$ cat src/rtl/uart_pkg.sv
// Shared UART definitions: TX/RX state encodings, parity selection and the
// supported oversampling ratios.
package uart_pkg;

    localparam int PRESCALE_W = 6;

    localparam logic [PRESCALE_W-1:0] PRESCALE_X8  = 6'd8;
    localparam logic [PRESCALE_W-1:0] PRESCALE_X16 = 6'd16;
    localparam logic [PRESCALE_W-1:0] PRESCALE_X32 = 6'd32;

    typedef enum logic [4:0] {
        TX_IDLE   = 5'b00001,
        TX_START  = 5'b00010,
        TX_DATA   = 5'b00100,
        TX_PARITY = 5'b01000,
        TX_STOP   = 5'b10000
    } tx_state_e;

    typedef enum logic [4:0] {
        RX_IDLE   = 5'b00001,
        RX_START  = 5'b00010,
        RX_DATA   = 5'b00100,
        RX_PARITY = 5'b01000,
        RX_STOP   = 5'b10000
    } rx_state_e;

    typedef enum logic {
        EVEN = 1'b0,
        ODD  = 1'b1
    } par_type_e;

    function automatic logic majority3(input logic a, input logic b, input logic c);
        return (a & b) | (a & c) | (b & c);
    endfunction

    function automatic logic prescale_legal(input logic [PRESCALE_W-1:0] p);
        return (p == PRESCALE_X8) || (p == PRESCALE_X16) || (p == PRESCALE_X32);
    endfunction

endpackage

$ cat src/rtl/uart_rx_if.sv
// Receiver-side UART link: serial line and frame configuration in, parallel
// word and per-frame status strobes out.
interface uart_rx_if
    import uart_pkg::*;
#(
    parameter int DATA_WIDTH = 8
);
    logic                  RX_IN;
    logic [PRESCALE_W-1:0] PRESCALE;
    logic                  PAR_EN;
    logic                  PAR_TYP;
    logic [DATA_WIDTH-1:0] P_DATA;
    logic                  DATA_VALID;
    logic                  PAR_ERR;
    logic                  STP_ERR;

    modport master (
        input  RX_IN, PRESCALE, PAR_EN, PAR_TYP,
        output P_DATA, DATA_VALID, PAR_ERR, STP_ERR
    );

    modport slave (
        output RX_IN, PRESCALE, PAR_EN, PAR_TYP,
        input  P_DATA, DATA_VALID, PAR_ERR, STP_ERR
    );
endinterface

$ cat src/rtl/uart_rx_data_sampling.sv
// Three-point majority voter around the middle of each bit period; the voted
// bit is registered and stable from edge P/2+2 onwards.
module uart_rx_data_sampling
    import uart_pkg::*;
(
    input  logic                  CLK,
    input  logic                  RST,
    input  logic                  rx_s,
    input  logic [PRESCALE_W-1:0] edge_cnt,
    input  logic [PRESCALE_W-1:0] prescale,
    output logic                  sampled_bit
);
    logic [PRESCALE_W-1:0] half;
    logic                  early_0;
    logic                  early_1;

    assign half = prescale >> 1;

    always_ff @(posedge CLK or negedge RST) begin
        if (!RST) begin
            early_0     <= 1'b0;
            early_1     <= 1'b0;
            sampled_bit <= 1'b0;
        end else begin
            if (edge_cnt == half - 6'd1) early_0 <= rx_s;
            if (edge_cnt == half)        early_1 <= rx_s;
            if (edge_cnt == half + 6'd1) sampled_bit <= majority3(early_0, early_1, rx_s);
        end
    end
endmodule

$ cat src/rtl/uart_rx.sv
// UART receiver: synchronizes the serial line, walks start/data/parity/stop
// with a one-hot FSM and reports each frame as a word or an error strobe.
module uart_rx
    import uart_pkg::*;
#(
    parameter int DATA_WIDTH = 8
) (
    input  logic      CLK,
    input  logic      RST,
    uart_rx_if.master rx_if
);
    localparam int              BIT_W    = $clog2(DATA_WIDTH);
    localparam logic [BIT_W-1:0] LAST_BIT = BIT_W'(DATA_WIDTH - 1);

    logic                  rx_meta, rx_s;
    rx_state_e             state_q, state_d;
    logic [PRESCALE_W-1:0] edge_cnt, prescale_q;
    logic                  par_en_q;
    par_type_e             par_typ_q;
    logic [BIT_W-1:0]      bit_cnt;
    logic [DATA_WIDTH-1:0] shift_q, p_data_q;
    logic                  par_flag, data_valid_q, par_err_q, stp_err_q;
    logic                  sampled_bit, edge_last, exp_parity;
    logic                  start_det, shift_en, parity_chk, frame_done;

    // Synchronizer resets high so releasing RST never looks like a start bit.
    // NOTE: sequential state uses <= so every flop samples pre-edge values.
    always_ff @(posedge CLK or negedge RST) begin
        if (!RST) begin
            rx_meta <= 1'b1;
            rx_s    <= 1'b1;
        end else begin
            rx_meta <= rx_if.RX_IN;
            rx_s    <= rx_meta;
        end
    end

    uart_rx_data_sampling u_sampling (
        .CLK         (CLK),
        .RST         (RST),
        .rx_s        (rx_s),
        .edge_cnt    (edge_cnt),
        .prescale    (prescale_q),
        .sampled_bit (sampled_bit)
    );

    assign edge_last  = (edge_cnt == prescale_q - 6'd1);
    assign exp_parity = (par_typ_q == ODD) ? ~^shift_q : ^shift_q;

    always_ff @(posedge CLK or negedge RST) begin
        if (!RST) state_q <= RX_IDLE;
        else      state_q <= state_d;
    end

    // NOTE: defaults first, so no path through the case leaves a latch.
    always_comb begin
        state_d    = state_q;
        start_det  = 1'b0;
        shift_en   = 1'b0;
        parity_chk = 1'b0;
        frame_done = 1'b0;
        unique case (state_q)
            RX_IDLE: if (!rx_s) begin
                start_det = 1'b1;
                state_d   = RX_START;
            end
            RX_START: if (edge_last) state_d = sampled_bit ? RX_IDLE : RX_DATA;
            RX_DATA: if (edge_last) begin
                shift_en = 1'b1;
                if (bit_cnt == LAST_BIT) state_d = par_en_q ? RX_PARITY : RX_STOP;
            end
            RX_PARITY: if (edge_last) begin
                parity_chk = 1'b1;
                state_d    = RX_STOP;
            end
            RX_STOP: if (edge_last) begin
                frame_done = 1'b1;
                state_d    = RX_IDLE;
            end
            default: state_d = RX_IDLE;
        endcase
    end

    // Configuration is frozen for the frame; unsupported ratios fall back to 8.
    always_ff @(posedge CLK or negedge RST) begin
        if (!RST) begin
            prescale_q <= '0;
            par_en_q   <= 1'b0;
            par_typ_q  <= EVEN;
            edge_cnt   <= '0;
            bit_cnt    <= '0;
            shift_q    <= '0;
        end else begin
            if (start_det) begin
                prescale_q <= prescale_legal(rx_if.PRESCALE) ? rx_if.PRESCALE : PRESCALE_X8;
                par_en_q   <= rx_if.PAR_EN;
                par_typ_q  <= par_type_e'(rx_if.PAR_TYP);
            end
            if (state_q == RX_IDLE) edge_cnt <= start_det ? 6'd1 : 6'd0;
            else                    edge_cnt <= edge_last ? 6'd0 : edge_cnt + 6'd1;
            if (shift_en) begin
                shift_q <= {sampled_bit, shift_q[DATA_WIDTH-1:1]};
                bit_cnt <= (bit_cnt == LAST_BIT) ? '0 : bit_cnt + 1'b1;
            end
        end
    end

    always_ff @(posedge CLK or negedge RST) begin
        if (!RST) begin
            par_flag     <= 1'b0;
            p_data_q     <= '0;
            data_valid_q <= 1'b0;
            par_err_q    <= 1'b0;
            stp_err_q    <= 1'b0;
        end else begin
            data_valid_q <= 1'b0;
            par_err_q    <= 1'b0;
            stp_err_q    <= 1'b0;
            if (start_det)                                par_flag <= 1'b0;
            else if (parity_chk && sampled_bit != exp_parity) par_flag <= 1'b1;
            if (frame_done) begin
                par_err_q <= par_flag;
                stp_err_q <= ~sampled_bit;
                if (!par_flag && sampled_bit) begin
                    p_data_q     <= shift_q;
                    data_valid_q <= 1'b1;
                end
            end
        end
    end

    assign rx_if.P_DATA     = p_data_q;
    assign rx_if.DATA_VALID = data_valid_q;
    assign rx_if.PAR_ERR    = par_err_q;
    assign rx_if.STP_ERR    = stp_err_q;
endmodule

$ cat src/flat_wrapper.sv
// flat-port wrapper written by rule: the top's interface ports become plain ports
module uart_rx_flat import uart_pkg::*;
#(
    parameter int DATA_WIDTH = 8
)
  (CLK, RST, rx_if_RX_IN, rx_if_PRESCALE, rx_if_PAR_EN, rx_if_PAR_TYP, rx_if_P_DATA, rx_if_DATA_VALID, rx_if_PAR_ERR, rx_if_STP_ERR);
  uart_rx_if #(.DATA_WIDTH(DATA_WIDTH)) rx_if_i ();
  input  logic CLK;
  input  logic RST;
  input wire logic [$bits(rx_if_i.RX_IN)-1:0] rx_if_RX_IN;
  input wire logic [$bits(rx_if_i.PRESCALE)-1:0] rx_if_PRESCALE;
  input wire logic [$bits(rx_if_i.PAR_EN)-1:0] rx_if_PAR_EN;
  input wire logic [$bits(rx_if_i.PAR_TYP)-1:0] rx_if_PAR_TYP;
  output wire logic [$bits(rx_if_i.P_DATA)-1:0] rx_if_P_DATA;
  output wire logic [$bits(rx_if_i.DATA_VALID)-1:0] rx_if_DATA_VALID;
  output wire logic [$bits(rx_if_i.PAR_ERR)-1:0] rx_if_PAR_ERR;
  output wire logic [$bits(rx_if_i.STP_ERR)-1:0] rx_if_STP_ERR;
  assign rx_if_i.RX_IN = rx_if_RX_IN;
  assign rx_if_i.PRESCALE = rx_if_PRESCALE;
  assign rx_if_i.PAR_EN = rx_if_PAR_EN;
  assign rx_if_i.PAR_TYP = rx_if_PAR_TYP;
  assign rx_if_P_DATA = rx_if_i.P_DATA;
  assign rx_if_DATA_VALID = rx_if_i.DATA_VALID;
  assign rx_if_PAR_ERR = rx_if_i.PAR_ERR;
  assign rx_if_STP_ERR = rx_if_i.STP_ERR;
  uart_rx #(.DATA_WIDTH(DATA_WIDTH)) u_core (.CLK(CLK), .RST(RST), .rx_if(rx_if_i));
endmodule
$ cat config.mk
export PLATFORM = sky130hd
export DESIGN_NAME = uart_rx_flat
export DESIGN_NICKNAME = d
export VERILOG_FILES = /design/src/rtl/uart_pkg.sv /design/src/rtl/uart_rx_if.sv /design/src/rtl/uart_rx_data_sampling.sv /design/src/rtl/uart_rx.sv /design/src/flat_wrapper.sv
export SDC_FILE = /design/constraint.sdc
export NUM_CORES = 1
export LEC_CHECK = 0
export CORE_MARGIN = 2
export CORE_UTILIZATION = 50
export DETAILED_ROUTE_END_ITERATION = 8
export GPL_ROUTABILITY_DRIVEN = 0
export PLACE_DENSITY = 0.68
export SYNTH_ARGS = -nofsm -noshare
export SYNTH_HDL_FRONTEND = slang
export SYNTH_SLANG_ARGS = --single-unit
$ cat constraint.sdc
create_clock -name CLK -period 7.7 [get_ports CLK]
set_clock_uncertainty 0.2 [all_clocks]
set_input_delay 2.31 -clock CLK [delete_from_list [all_inputs] [get_ports CLK]]
set_output_delay 2.31 -clock CLK [all_outputs]
set_load 0.02 [all_outputs]
# After elaboration in Yosys (flattened, before gate mapping)
# Cells that the tools add are included.
# totals
ff_bits	47
in_bits	11
output_inout_bits	11
word_cells	85
# op_classes
add_sub_neg	5
n_eq_ne	20
mux	27
bitwise_logic	6
reduce_logical	10
# ops
operator	n
2-to-1 mux 5 bit	7
case mux 5 bit (5 select lines)	1
== test 6 bit	3
2-to-1 mux 6 bit	3
2-to-1 mux 1 bit	14
!= test 2 x 1 -> 1 bit, second input constant	5
XNOR reduction 8 bit	1
parity 8 bit	1
adder 5 x 1 -> 6 bit, second input constant	1
adder 6 x 1 -> 6 bit, second input constant	1
== test 6 x 4 -> 1 bit, second input constant	1
== test 6 x 5 -> 1 bit	1
== test 6 x 5 -> 1 bit, second input constant	1
== test 6 bit, second input constant	1
2-to-1 mux 3 bit	2
AND reduction 6 bit	1
subtractor 5 x 1 -> 6 bit, second input constant	1
subtractor 6 x 1 -> 6 bit, second input constant	1
== test 5 x 1 -> 1 bit, second input constant	1
== test 5 x 2 -> 1 bit, second input constant	1
== test 5 x 3 -> 1 bit, second input constant	1
== test 5 x 4 -> 1 bit, second input constant	1
== test 5 bit, second input constant	1
adder 3 x 1 -> 3 bit, second input constant	1
11 further kinds	16

# Depth between registers and ports, before layout
# depth
word_depth	7
mapped_depth	8
mapped_depth_nobuf	7

# Hierarchy
# From an unflattened synthesis, not the netlist that was laid out.
# unflattened
cells_unflattened	217
area_unflattened_um2	2447.3
# by_module_without_submodules
mod	instances	cells_each	area_per_inst_um2	seq_area_each_um2
uart_rx	1	172	2049.5	1104.8
uart_rx_data_sampling	1	45	397.9	75.1

# Worst setup path before layout
# OpenSTA, ideal clock, no wires.
# synth_path
path_kind	in2reg
start	input port rx_if_PRESCALE[1]
end	register u_core.prescale_q[3]
t_arrival_ps	3084
slack_ps	4281
path_stages	3
path_cell_list	or4_1 o21ai_0 o21ai_0
# synth_via
elab_chain_len	4
elab_cells_between_ends	6
classes_between	eq/ne (3); mux (1); reduce/logical (2)
# synth_lines
item	line_no	rtl
from (decl)	flat_wrapper.sv:11	input wire logic [$bits(rx_if_i.PRESCALE)-1:0] rx_if_PRESCALE;
== test 6 x 4 -> 1 bit / == test 6 x 5 -> 1 bit (equally long branches)	uart_pkg.sv:37	return (p == PRESCALE_X8) || (p == PRESCALE_X16) || (p == PRESCALE_X32);
logical OR 1 bit	uart_pkg.sv:37	
logical OR 1 bit *	uart_pkg.sv:37	
2-to-1 mux 6 bit *	uart_rx.sv:95	prescale_q <= prescale_legal(rx_if.PRESCALE) ? rx_if.PRESCALE : PRESCALE_X8;
to (signal assigned)	uart_rx.sv:95	
to (decl)	uart_rx.sv:17	logic [PRESCALE_W-1:0] edge_cnt, prescale_q;
# Mark *: on every way between the ends. The rest lies on a longest branch, timed or not.
# A chain may end at the register's enable or synchronous reset.

# Final worst setup path
# layout_path
start	register u_core.p_data_q[0] (netlist: u_core.rx_if.P_DATA[0])
end	output port rx_if_P_DATA[0]
# layout_lines
item	line_no	rtl
from (decl)	uart_rx.sv:21	logic [DATA_WIDTH-1:0] shift_q, p_data_q;
from (signal assigned)	uart_rx.sv:125	p_data_q <= shift_q;
to (decl)	flat_wrapper.sv:14	output wire logic [$bits(rx_if_i.P_DATA)-1:0] rx_if_P_DATA;
# No word-level cell between the ends.

==> flow_metrics.tcl <==
set metrics [dict create \
    num_rows 25 \
    critPathBufInv 1 \
    clk_pin_slew_ns 0.09 \
    static-leakage-power_nw 1.282 \
    fin_crit_sh_pct 49.05 \
    netlist_area_um2 2532 \
    wl_per_cell_um 14.39 \
    synth_xor_area_share_pct 11.07 \
    cp_slowest_cell "clkdlybuf4s50_1" \
    ctsResizeCount 0 \
    synth_fa_ha_area_share_pct 3.854 \
    cts_setup_buffers 0 \
    track_usage_pct 19.01 \
    cpLargestDelayFamily "buffers and inverters" \
    cts.sinks 47 \
    dieArea_um2 5650 \
    die_x_um 75.17 \
    synth_most_common_cell "dfrtp_1" \
    fmax_mhz 264.8 \
    areaGrowthSynthToFinish_pct 14.87 \
    cp_data_arrival_time_ns 1.27 \
    drive_gt1_share_pct 15.69 \
    drc_errors 0 \
    rsz0062_at_grt "false" \
    synth_common_cells "dfrtp_1 (44), xnor2_1 (23), mux2_2 (22)" \
    netlist_top_cells_area "dfrtp_1 (43%), mux2_2 (9.8%), xnor2_1 (8.0%)" \
    synth_simple_gate_area_share_pct 15.51 \
    clk_path_buf_depth 2 \
    grt_remaining_overflow 0 \
    die_y_um 75.17 \
    grt_pass1_vias 1686 \
    ys_types 47 \
    yosysWarnings 0 \
    coreArea_um2 4817 \
    status "finished clean" \
    worstMarginPinSlew_ns 0.6629 \
    vias_per_cell 5.391 \
    async_flop_share_pct 100.0 \
    seq_area_um2 1180 \
    setup.worst_path.class "reg -> out" \
    synth_top_cell_by_area "dfrtp_1" \
    cts_hold_buf 0 \
    hpwlAfterDp_um 3354 \
    ant_nets 0 \
    clk_latency_ns 0.30 \
    start_kind "flop" \
    powerDensity_nw_per_um2 251.5 \
    synth_compound_area_share_pct 9.042 \
    ys_seq_area_share_pct 46.59 \
    drtPass1Iterations 4 \
    fin_nets 272 \
    diodes 0 \
    synth.area.mux_share_pct 11.02 \
    tritoncts "done" \
    synth_top_family_by_area "simple AND/OR/NAND/NOR gates" \
    synth_ff_type "dfrtp_1" \
    slew_headroom_pct 55.64 \
    utilization_pct 60.39 \
    path_cells "clkdlybuf4s50_1" \
    finalMaxSlewViolations 0 \
    yosysTopAreaCellShare_pct 43.48 \
    io_buffers 21 \
    hold_class "reg -> reg" \
    endpoint_kind "output pin" \
    detail_route.iter0.violations 79 \
    syn_area_per_cell_um2 10.82 \
    grt_pass1_wl_um 8100 \
    htreeDepth 2 \
    synth_seq_cells 47 \
    finalSetupViolations 0 \
    critPathRequiredTime_ns 5.19 \
    nFillCells 428 \
    num_vias 1736 \
    syn-num-nets 252 \
    ioPinCount 22 \
    multi_input_area_um2 1279 \
    cts_buffers 5 \
    path_max_fanout 2 \
    drv_cap 0 \
    routed_wl_um 4635 \
    slowest_delay_ns 0.60 \
    fin_crit_ns 3.777 \
    grt_max_degree 48 \
    root_buffer "clkbuf_8" \
    ir_drop_mv 0.1666 \
    final-hold-violation-count 0 \
    syn_inst 234 \
    start_util_pct 52.57 \
    synth-edff-count 0 \
    antenna_found_initial 0 \
    tns_ns 0 \
]
[state kept, by name, summed over array words and instances (netlist names), 3 cells and up]
| signal | flops |
|---|---|
| u_core.shift_q | 8 |
| u_core.bit_cnt | 3 |
| u_core.state_q | 5 |
| u_core.rx_if.P_DATA | 8 |
| u_core.prescale_q | 6 |
| u_core.edge_cnt | 6 |
[area by class of cell]
| type | count | area share [%] |
|---|---|---|
| clock buffers | 5 | 2.366 |
| clock inverters | 3 | 1.634 |
| inverters | 8 | 1.032 |
| multi-input cells | 169 | 43.96 |
| flip-flops and latches | 47 | 40.56 |
| well taps | 67 | 2.882 |
| repair buffers | 23 | 7.570 |
[per-layer routing]
layer	up-vias	global-route usage (%)	part of all wire (%)
met5	-	0	0
met4	0	4.483	0.69
met3	3	4.016	2.9
met2	26	30.41	47
met1	840	26.76	49
li1	867	-	-
[path summary, 6_finish.rpt]
| kind | from | cells past startpoint | end | slack [ns] |
|---|---|---|---|---|
| hold reg to reg | u_core.rx_meta$_DFF_PN1_ | 0 | u_core.rx_s$_DFF_PN1_ | 0.16 |
| hold / removal | u_core.rx_meta$_DFF_PN1_ | 0 | u_core.rx_s$_DFF_PN1_ | 0.16 |
| setup reg to reg | u_core.prescale_q[2]$_DFFE_PN0P_ | 7 | u_core.bit_cnt[1]$_DFFE_PN0P_ | 4.52 |
| max in group asynchronous | RST | 2 | u_core.edge_cnt[5]$_DFF_PN0_ | 5.02 |
| min in group asynchronous | RST | 2 | u_core.prescale_q[4]$_DFFE_PN0P_ | 1.88 |
| setup / recovery | u_core.rx_if.P_DATA[0]$_DFFE_PN0P_ | 1 | rx_if_P_DATA[0] | 3.92 |
[stage by stage]
step	hold slack [ns]	cell area (µm²)	std cells	power, mW	setup slack (ns)
after global routing	0.1640	2909	322	0.7824	3.873
final	0.1598	2909	322	0.7317	3.923
after global placement	0.1467	2793	314	0.5453	3.839
after detailed placement	0.1482	2793	314	0.5515	3.838
after CTS	0.1624	2909	322	0.7399	3.900
after floorplan	0.1452	2532	234	0.4942	4.281
[logic make-up after synthesis]
kind of cell             Yosys count
AO/OA/AOI/OAI                     32
XOR/XNOR                          32
adder cells (fa/ha/maj)            8
buffers and inverters             18
flip-flops                        47
multiplexers                      25
AND/OR/NAND/NOR                   72
[report_power, final]
| group | total, mW | switching [mW] | internal [mW] | leakage [nW] |
|---|---|---|---|---|
| sequential | 0.327 | 0.0482 | 0.279 | 0.630 |
| clock | 0.187 | 0.0890 | 0.0985 | 0.0587 |
| combinational | 0.217 | 0.110 | 0.107 | 0.593 |
[cells in the final DEF, fill, tap and decap left out, types with 2 or more instances in the layout]
master           synthesis  final
nand3_1                 12     12
xor2_1                   9      9
xnor2_1                 23     23
o211ai_1                 3      3
mux2i_1                  2      2
nor3_1                   9      9
a21oi_1                  2      2
o41ai_1                  3      3
nor2_1                  11     11
and3_1                   2      2
o31ai_1                  2      2
nand3b_1                 2      2
buf_4                    0      2
or3_1                    3      3
o21ai_0                  9      9
nor2b_1                  5      5
clkdlybuf4s50_1          0     20
nand2b_1                 3      3
inv_1                    8      8
dfrtp_1                 44     44
dfstp_2                  3      3
nand2_1                 16     16
mux2_2                  22     22
clkbuf_8                 0      5
nor3b_1                  2      2
ha_1                     7      7
Note: power is estimated with default switching activity, not from simulation.
